### src/rtl/rf_arb_pkg.sv
// Shared definitions for the register-file port arbiter.
//   NUM_REGS_DEF / ADDR_W_DEF / DATA_W_DEF : default geometry of the 7 x 64-bit file
//   M0 / M1                                : master indices (bus slave, factorial core)
//   owner_t                                : port ownership state for the optional lock feature
package rf_arb_pkg;

  localparam int NUM_REGS_DEF = 7;
  localparam int ADDR_W_DEF   = 8;
  localparam int DATA_W_DEF   = 64;

  localparam int M0 = 0;
  localparam int M1 = 1;

  typedef enum logic [1:0] {
    IDLE = 2'd0,
    OWN0 = 2'd1,
    OWN1 = 2'd2
  } owner_t;

endpackage

### src/rtl/rf_port_arbiter_rr_pick2.sv
// Two-input round-robin picker.
//   req[1:0]  : active requests (already masked by reset / ownership)
//   last_gnt  : index of the master granted most recently
//   gnt[1:0]  : one-hot (or zero) grant, combinational
module rr_pick2
  import rf_arb_pkg::*;
(
  input  logic [1:0] req,
  input  logic       last_gnt,
  output logic [1:0] gnt
);

  // On contention the master that was not granted last time wins.
  always_comb begin
    gnt      = 2'b00;
    gnt[M0]  = req[M0] & (~req[M1] | last_gnt);
    gnt[M1]  = req[M1] & (~req[M0] | ~last_gnt);
  end

endmodule

### src/rtl/rf_port_arbiter.sv
// Shares the single write/read port pair of the register file between the
// bus-slave side (master 0) and the factorial core engine (master 1).
// One access per cycle, round-robin on contention, registered read data.
//
// Ports:
//   clk, reset               : clock, synchronous active-high reset
//   m0_lock, m1_lock         : ownership request (only with RF_ARB_LOCK_EN)
//   mX_req/wr/addr/wdata     : access request of master X, held until granted
//   mX_gnt                   : access performed this cycle (combinational)
//   mX_rvalid/rdata/err      : read result / out-of-range flag, cycle after grant
//   rf_we/waddr/wdata/raddr  : register file drive
//   rf_rdata                 : register file combinational read data
//
// Build option: define RF_ARB_LOCK_EN to add the lock inputs and the
// ownership FSM that lets one master hold the port for read-modify-write.
module rf_port_arbiter
  import rf_arb_pkg::*;
#(
  parameter int NUM_REGS = NUM_REGS_DEF,
  parameter int ADDR_W   = ADDR_W_DEF,
  parameter int DATA_W   = DATA_W_DEF
) (
  input  logic              clk,
  input  logic              reset,
`ifdef RF_ARB_LOCK_EN
  input  logic              m0_lock,
  input  logic              m1_lock,
`endif
  input  logic              m0_req,
  input  logic              m0_wr,
  input  logic [ADDR_W-1:0] m0_addr,
  input  logic [DATA_W-1:0] m0_wdata,
  output logic              m0_gnt,
  output logic              m0_rvalid,
  output logic [DATA_W-1:0] m0_rdata,
  output logic              m0_err,
  input  logic              m1_req,
  input  logic              m1_wr,
  input  logic [ADDR_W-1:0] m1_addr,
  input  logic [DATA_W-1:0] m1_wdata,
  output logic              m1_gnt,
  output logic              m1_rvalid,
  output logic [DATA_W-1:0] m1_rdata,
  output logic              m1_err,
  output logic              rf_we,
  output logic [ADDR_W-1:0] rf_waddr,
  output logic [DATA_W-1:0] rf_wdata,
  output logic [ADDR_W-1:0] rf_raddr,
  input  logic [DATA_W-1:0] rf_rdata
);

  localparam logic [ADDR_W-1:0] NUM_REGS_A = ADDR_W'(NUM_REGS);

  logic [1:0]        req_p0;
  logic [1:0]        gnt_p0;
  logic              any_gnt_p0;
  logic              sel_p0;
  logic              wr_p0;
  logic              in_range_p0;
  logic [ADDR_W-1:0] addr_p0;
  logic [DATA_W-1:0] wdata_p0;
  logic [DATA_W-1:0] rdata_p0;
  logic              last_gnt;

  logic [1:0]        vld_p1;
  logic [1:0]        err_p1;
  logic [DATA_W-1:0] rdata0_p1;
  logic [DATA_W-1:0] rdata1_p1;

`ifdef RF_ARB_LOCK_EN
  owner_t owner;
`endif

  // ---- stage p0: request masking, grant and register file drive ----
  // Requests are ignored during reset so no access (and no rf_we) happens
  // in a reset cycle.
  always_comb begin
    req_p0 = {m1_req, m0_req} & {2{~reset}};
`ifdef RF_ARB_LOCK_EN
    if (owner == OWN0) req_p0[M1] = 1'b0;
    if (owner == OWN1) req_p0[M0] = 1'b0;
`endif
  end

  rr_pick2 u_pick (
    .req      (req_p0),
    .last_gnt (last_gnt),
    .gnt      (gnt_p0)
  );

  always_comb begin
    any_gnt_p0 = |gnt_p0;
    sel_p0     = gnt_p0[M1];
    wr_p0      = 1'b0;
    addr_p0    = '0;
    wdata_p0   = '0;
    if (any_gnt_p0) begin
      wr_p0    = sel_p0 ? m1_wr    : m0_wr;
      addr_p0  = sel_p0 ? m1_addr  : m0_addr;
      wdata_p0 = sel_p0 ? m1_wdata : m0_wdata;
    end
    in_range_p0 = (addr_p0 < NUM_REGS_A);
    // Out-of-range reads return zero rather than whatever the file drives.
    rdata_p0    = in_range_p0 ? rf_rdata : '0;
  end

  assign rf_we    = any_gnt_p0 & wr_p0 & in_range_p0;
  assign rf_waddr = addr_p0;
  assign rf_raddr = addr_p0;
  assign rf_wdata = wdata_p0;

  assign m0_gnt   = gnt_p0[M0];
  assign m1_gnt   = gnt_p0[M1];

  // ---- stage p1: registered read data, valid and error pulses ----
  always_ff @(posedge clk) begin
    if (reset) begin
      last_gnt  <= 1'b1;
      vld_p1    <= 2'b00;
      err_p1    <= 2'b00;
      rdata0_p1 <= '0;
      rdata1_p1 <= '0;
    end else begin
      if (any_gnt_p0) last_gnt <= sel_p0;
      vld_p1 <= gnt_p0 & {2{~wr_p0}};
      err_p1 <= gnt_p0 & {2{~in_range_p0}};
      if (gnt_p0[M0] && !wr_p0) rdata0_p1 <= rdata_p0;
      if (gnt_p0[M1] && !wr_p0) rdata1_p1 <= rdata_p0;
    end
  end

  // A reset arriving in the cycle a pulse is due cancels that pulse.
  assign m0_rvalid = vld_p1[M0] & ~reset;
  assign m1_rvalid = vld_p1[M1] & ~reset;
  assign m0_err    = err_p1[M0] & ~reset;
  assign m1_err    = err_p1[M1] & ~reset;
  assign m0_rdata  = rdata0_p1;
  assign m1_rdata  = rdata1_p1;

`ifdef RF_ARB_LOCK_EN
  // Ownership: a granted access with lock=1 claims the port; the owner's
  // next granted access with lock=0 releases it.
  always_ff @(posedge clk) begin
    if (reset) begin
      owner <= IDLE;
    end else begin
      case (owner)
        IDLE: begin
          if (gnt_p0[M0] && m0_lock)      owner <= OWN0;
          else if (gnt_p0[M1] && m1_lock) owner <= OWN1;
        end
        OWN0:    if (gnt_p0[M0] && !m0_lock) owner <= IDLE;
        OWN1:    if (gnt_p0[M1] && !m1_lock) owner <= IDLE;
        default: owner <= IDLE;
      endcase
    end
  end
`endif

endmodule
### config.mk
export PLATFORM = sky130hd
export DESIGN_NAME = rf_port_arbiter
export DESIGN_NICKNAME = d
export VERILOG_FILES = /design/src/rtl/rf_arb_pkg.sv /design/src/rtl/rf_port_arbiter_rr_pick2.sv /design/src/rtl/rf_port_arbiter.sv
export SDC_FILE = /design/constraint.sdc
export NUM_CORES = 1
export LEC_CHECK = 0
export BUFFER_PORTS_ARGS = -buffer_cell sky130_fd_sc_hd__buf_2
export CORE_AREA = 2 2 168 170
export DETAILED_ROUTE_END_ITERATION = 8
export DIE_AREA = 0 0 170 172
export GPL_ROUTABILITY_DRIVEN = 0
export PLACE_DENSITY = 0.57
export SLEW_MARGIN = 20
export SYNTH_ARGS = -nofsm -noshare
export SYNTH_HDL_FRONTEND = slang
export SYNTH_HIERARCHICAL = 1
export SYNTH_SLANG_ARGS = --single-unit
### constraint.sdc
create_clock -name clk -period 3.9 [get_ports clk]
set_clock_uncertainty 0.05 [all_clocks]
set_input_delay 0.975 -clock clk [delete_from_list [all_inputs] [get_ports clk]]
set_output_delay 0.975 -clock clk [all_outputs]
set_load 0.02 [all_outputs]
**Word-level counts from Yosys, hierarchy flattened**

Cells that the tools add are included.

- Bits of input ports: 214
- RAM bits: 0
- Bits in registers: 133
- Memory bits (read-only): 0
- Latch bits: 0
- Memories: 0

- Multipliers: 0
- Divide/modulo/power cells: 0
- Shifts and indexed selects: 0
- Add/subtract/negate cells: 0
- Bitwise logic cells: 19
- Reduce and logical (&&, ||, !) cells: 4
- Order comparisons: 1
- Mux-type cells: 7
- Eq/ne operators: 0

Operator list:

| operator | count |
|---|---|
| two-way mux 64 bit | 3 |
| two-way mux 8 bit | 2 |
| AND 1 bit | 8 |
| < comparator 8 x 3 -> 1 bit (second input constant) | 1 |
| AND 2 bit | 3 |
| NOT 1 bit | 6 |
| logical AND 1 bit | 2 |
| two-way mux 1 bit | 2 |
| OR 1 bit | 2 |
| OR reduction 2 bit | 1 |
| zero test 1 bit | 1 |

**Depth between registers and ports, before layout**

- Depth after elaboration: 10
- Depth in mapped cells: 10
- Gate-level depth less buffers: 6

**By module**

The synthesis kept the hierarchy.

By module, submodules not included:

| module | area each (um^2) | instances | cells each |
|---|---|---|---|
| rf_port_arbiter | 5044.8 | 1 | 422 |
| rr_pick2 | 18.8 | 1 | 3 |

**Least setup slack after synthesis**

OpenSTA, ideal clock, no wires.

- Kind: input -> output
- From: in reset
- To: out rf_waddr[0]
- Data required time: 2.875 ns
- Data arrival time: 3.140 ns
- Cell stages on the path: 10
- Slack: -0.265 ns
- Path through: buf_2 nor2b_1 a21boi_0 buf_6 buf_2 nor2b_1 clkbuf_1 buf_2 a22o_1 buf_4

- Elaborated cells between the ends (all ways): 11

RTL lines:

| what | RTL line | text |
|---|---|---|
| from (decl) | rf_port_arbiter.sv:24 | `input logic reset,` |
| NOT 1 bit * | rf_port_arbiter.sv:78 | `req_p0 = {m1_req, m0_req} & {2{~reset}};` |
| AND 2 bit * | rf_port_arbiter.sv:78 |  |
| via req_p0[1] | rf_port_arbiter.sv:54 | `logic [1:0] req_p0;` |
| AND 1 bit * | rf_port_arbiter_rr_pick2.sv:17 | `gnt[M1] = req[M1] & (~req[M0] \| ~last_gnt);` |
| via m1_gnt | rf_port_arbiter.sv:41 | `output logic m1_gnt,` |
| two-way mux 8 bit / OR reduction 2 bit (equally long branches) | rf_port_arbiter.sv:99, rf_port_arbiter.sv:92 |  |
| two-way mux 8 bit * | rf_port_arbiter.sv:97 | `if (any_gnt_p0) begin` |
| to (decl) | rf_port_arbiter.sv:46 | `output logic [ADDR_W-1:0] rf_waddr,` |

Mark *: on every way through the listed nets, which the timed path passes. The rest lies on a longest branch.

**Final worst setup path**

- From: in reset
- To: out rf_wdata[35]

- Longest elaborated chain between the ends: 7
- Elaborated cells between the ends (all ways): 11

RTL lines:

| what | RTL line | text |
|---|---|---|
| NOT 1 bit * | rf_port_arbiter.sv:78 |  |
| AND 2 bit * | rf_port_arbiter.sv:78 |  |
| via req_p0[0] | rf_port_arbiter.sv:54 |  |
| NOT 1 bit | rf_port_arbiter_rr_pick2.sv:17 |  |
| OR 1 bit | rf_port_arbiter_rr_pick2.sv:17 |  |
| AND 1 bit | rf_port_arbiter_rr_pick2.sv:17 |  |
| two-way mux 64 bit / OR reduction 2 bit (equally long branches) | rf_port_arbiter.sv:100, rf_port_arbiter.sv:92 |  |
| two-way mux 64 bit * | rf_port_arbiter.sv:97 |  |
| to (decl) | rf_port_arbiter.sv:47 | `output logic [DATA_W-1:0] rf_wdata,` |

Marked as above.

==> flow_metrics.env <==
export IMPL_status="finished, final reports clean"
export IMPL_cts_sinks=133
export IMPL_tightestPinTransition_ns=0.427
export IMPL_finalNetCount=1050
export IMPL_hold_ws_ns=0.417
export IMPL_grt_max_degree=76
export IMPL_finalHoldViolCount=0
export IMPL_antenna_left=0
export IMPL_first_pass_iters=4
export IMPL_cp_top_family="buffers and inverters"
export IMPL_grt_pass1_vias=5067
export IMPL_grt_ovfl_total=0
export IMPL_syn_area_um2=5060
export IMPL_rows=61
export IMPL_critPathCaptureType="output pin"
export IMPL_crit_required_ns=2.87
export IMPL_drive_gt1_share_pct=58.0
export IMPL_cp_slowest_cell="a21boi_2"
export IMPL_die_y_um=172
export IMPL_max_stage_delay_ns=0.28
export IMPL_antenna_found_initial=2
export IMPL_ys_ff_latch=133
export IMPL_multi_input_area_um2=2090
export IMPL_wl_um=21300
export IMPL_path_clk_slew_ns=0.06
export IMPL_ys_top_cells_by_area="dfxtp_1, a22o_1, buf_6, buf_2, buf_4"
export IMPL_wl_per_cell_um=17.8
export IMPL_cts_resized_gates=2
export IMPL_critPathMaxFanout=42
export IMPL_grt_use_total_pct=13.5
export IMPL_finalCriticalPeriod_ns=3.75
export IMPL_synth_area_leader_cell="dfxtp_1"
export IMPL_async_flop_share_pct=0
export IMPL_synth_top_flop_cell="dfxtp_1"
export IMPL_synth_top_cells_by_count="a22o_1, dfxtp_1, clkbuf_1, buf_2, buf_6"
export IMPL_initial_utilization_pct=18.4
export IMPL_cts_buffers=17
export IMPL_ir_worst_vdd_uv=216
export IMPL_core_um2=27500
export IMPL_clkPwrFrac_pct=45.3
export IMPL_clock_fmax_mhz=267
export IMPL_reg2reg_slack_ns=1.47
export IMPL_cts_root_buffer="clkbuf_16"
export IMPL_switching_share_pct=28.4
export IMPL_finalSetupViolations=0
export IMPL_worstPathArrival_ns=2.73
export IMPL_synth_nets=639
export IMPL_max_slew_margin_pct=71.5
export IMPL_dieArea_um2=29200
export IMPL_dpl_hpwl_um=15900
export IMPL_fin_util_pct=29.6
export IMPL_synthMostInstantiatedCell="a22o_1"
export IMPL_cts_tree="yes"
export IMPL_fillCellCount=2911
export IMPL_die_w_um=170
export IMPL_dpl_instance_area_um2=7550
export IMPL_final_cells=1196
export IMPL_powerDensity_nw_per_um2=414
export IMPL_placed_cells=1162
export IMPL_clock_path_buffers=2
export IMPL_finalCritPeriodShare_pct=96.2
export IMPL_intPower_w=0.00241
export IMPL_final_max_slew_viol_count=0
export IMPL_final_area_um2=8140
export IMPL_via_per_inst=4.47
export IMPL_p_seq_share_pct=40.7
export IMPL_synth_cell_type_count=29
export IMPL_syn_avg_cell_area_um2=11.9
export IMPL_register_area_um2=2660
export IMPL_drt_iter0_markers=210
export IMPL_start_kind="primary input"
export IMPL_p_leak_nw=4.24
export IMPL_drc=0
export IMPL_netlist_instances=425
export IMPL_clk_latency_ns=0.41
export IMPL_io_buffers=428
export IMPL_htreeDepth=4
export IMPL_ctsHoldBuffers=0
export IMPL_path_cells="buf_2 -> nor2b_2 -> a21boi_2 -> nor2b_4 -> buf_12 -> buf_12 -> a22o_1 -> buf_2"
export IMPL_synth_top_area_share_pct=52.6
export IMPL_p_total_w=0.00337
export IMPL_yosysSeqAreaShare_pct=52.6
export IMPL_combPwrFrac_pct=14.0
export IMPL_synth_edff_count=0
export IMPL_ys_warn_count=6
export IMPL_max_cap_violations=0
export IMPL_area_growth_pct=60.7
export IMPL_grt_pass1_wl_um=29600
export IMPL_post_cts_buffers=0
export IMPL_rsz0062_at_grt="false"
export IMPL_path_class="in2out"
export IMPL_worstPathBufferInverterCount=4
export IMPL_vias=5348
export IMPL_hp_class="reg2reg"
export IMPL_p_sw_w=0.000957
export IMPL_ios=429
-- registers in the layout (all words and copies together) (netlist names) --
| register | flops |
|---|---|
| vld_p1 | 2 |
| m0_rdata | 64 |
| last_gnt | 1 |
| err_p1 | 2 |
| m1_rdata | 64 |
-- final cells by class --
type                    instances  area share (%)
flip-flops and latches        133            32.7
repair buffers                444            29.3
multi-input cells             236            25.6
clock buffers                  18            5.40
well taps                     346            5.32
clock inverters                14            1.41
inverters                       4           0.185
diodes                          1          0.0308
-- layer usage --
layer | part of all wire, % | up-vias | global-route usage (%)
li1 | - | 2502 | -
met1 | 41 | 2551 | 15.9
met2 | 48 | 264 | 22.9
met3 | 7.3 | 29 | 3.48
met4 | 3.5 | 2 | 6.73
met5 | 0.061 | - | 0
-- cell usage in the layout, fill, tap and decap left out, drive strengths merged, types with 3 or more instances in the layout --
cell and instances:
a22o 199, buf 444, clkbuf 18, clkinv 5, dfxtp 133, inv 11, nand2 6, nand3b 3
nor2b 7, nor3 3
-- cell families (layout without fill, tap and decap cells) --
group                  count (synthesis)  count (layout)  synth area share [%]
other                                  0               1                     0
AOI/OAI and AO/OA                    208             208                  36.0
buffers and inverters                 56             480                  7.02
muxes                                  1               1                 0.445
DFF                                  133             133                  52.6
and+or+nand+nor                       27              27                  3.95
-- path summary, 6_finish.rpt --
| kind | from | endpoint | cells past startpoint |
|---|---|---|---|
| min reg2reg | m1_rdata[7] | m1_rdata[7] | 1 |
| max | reset | rf_wdata[35] | 8 |
| min | m1_rdata[7] | m1_rdata[7] | 1 |
| max reg2reg | last_gnt | m0_rdata[2] | 7 |
-- power groups by stage --
stage	clock network, W	logic (W)	registers, W
global route	0.00164	0.000502	0.00137
finish	0.00153	0.000471	0.00137
CTS	0.00159	0.000470	0.00137
floorplan	0	0.000219	0.00141
global placement	0	0.000466	0.00140
detailed placement	0	0.000469	0.00140
-- metrics by stage --
step	setup TNS [ns]	setup WS (ns)
floorplan	0	0.0329
global placement	-0.0150	-0.0122
detailed placement	-0.102	-0.0538
CTS	0	0.0960
global route	0	0.0220
finish	0	0.149
(Power assumes the default switching activity.)
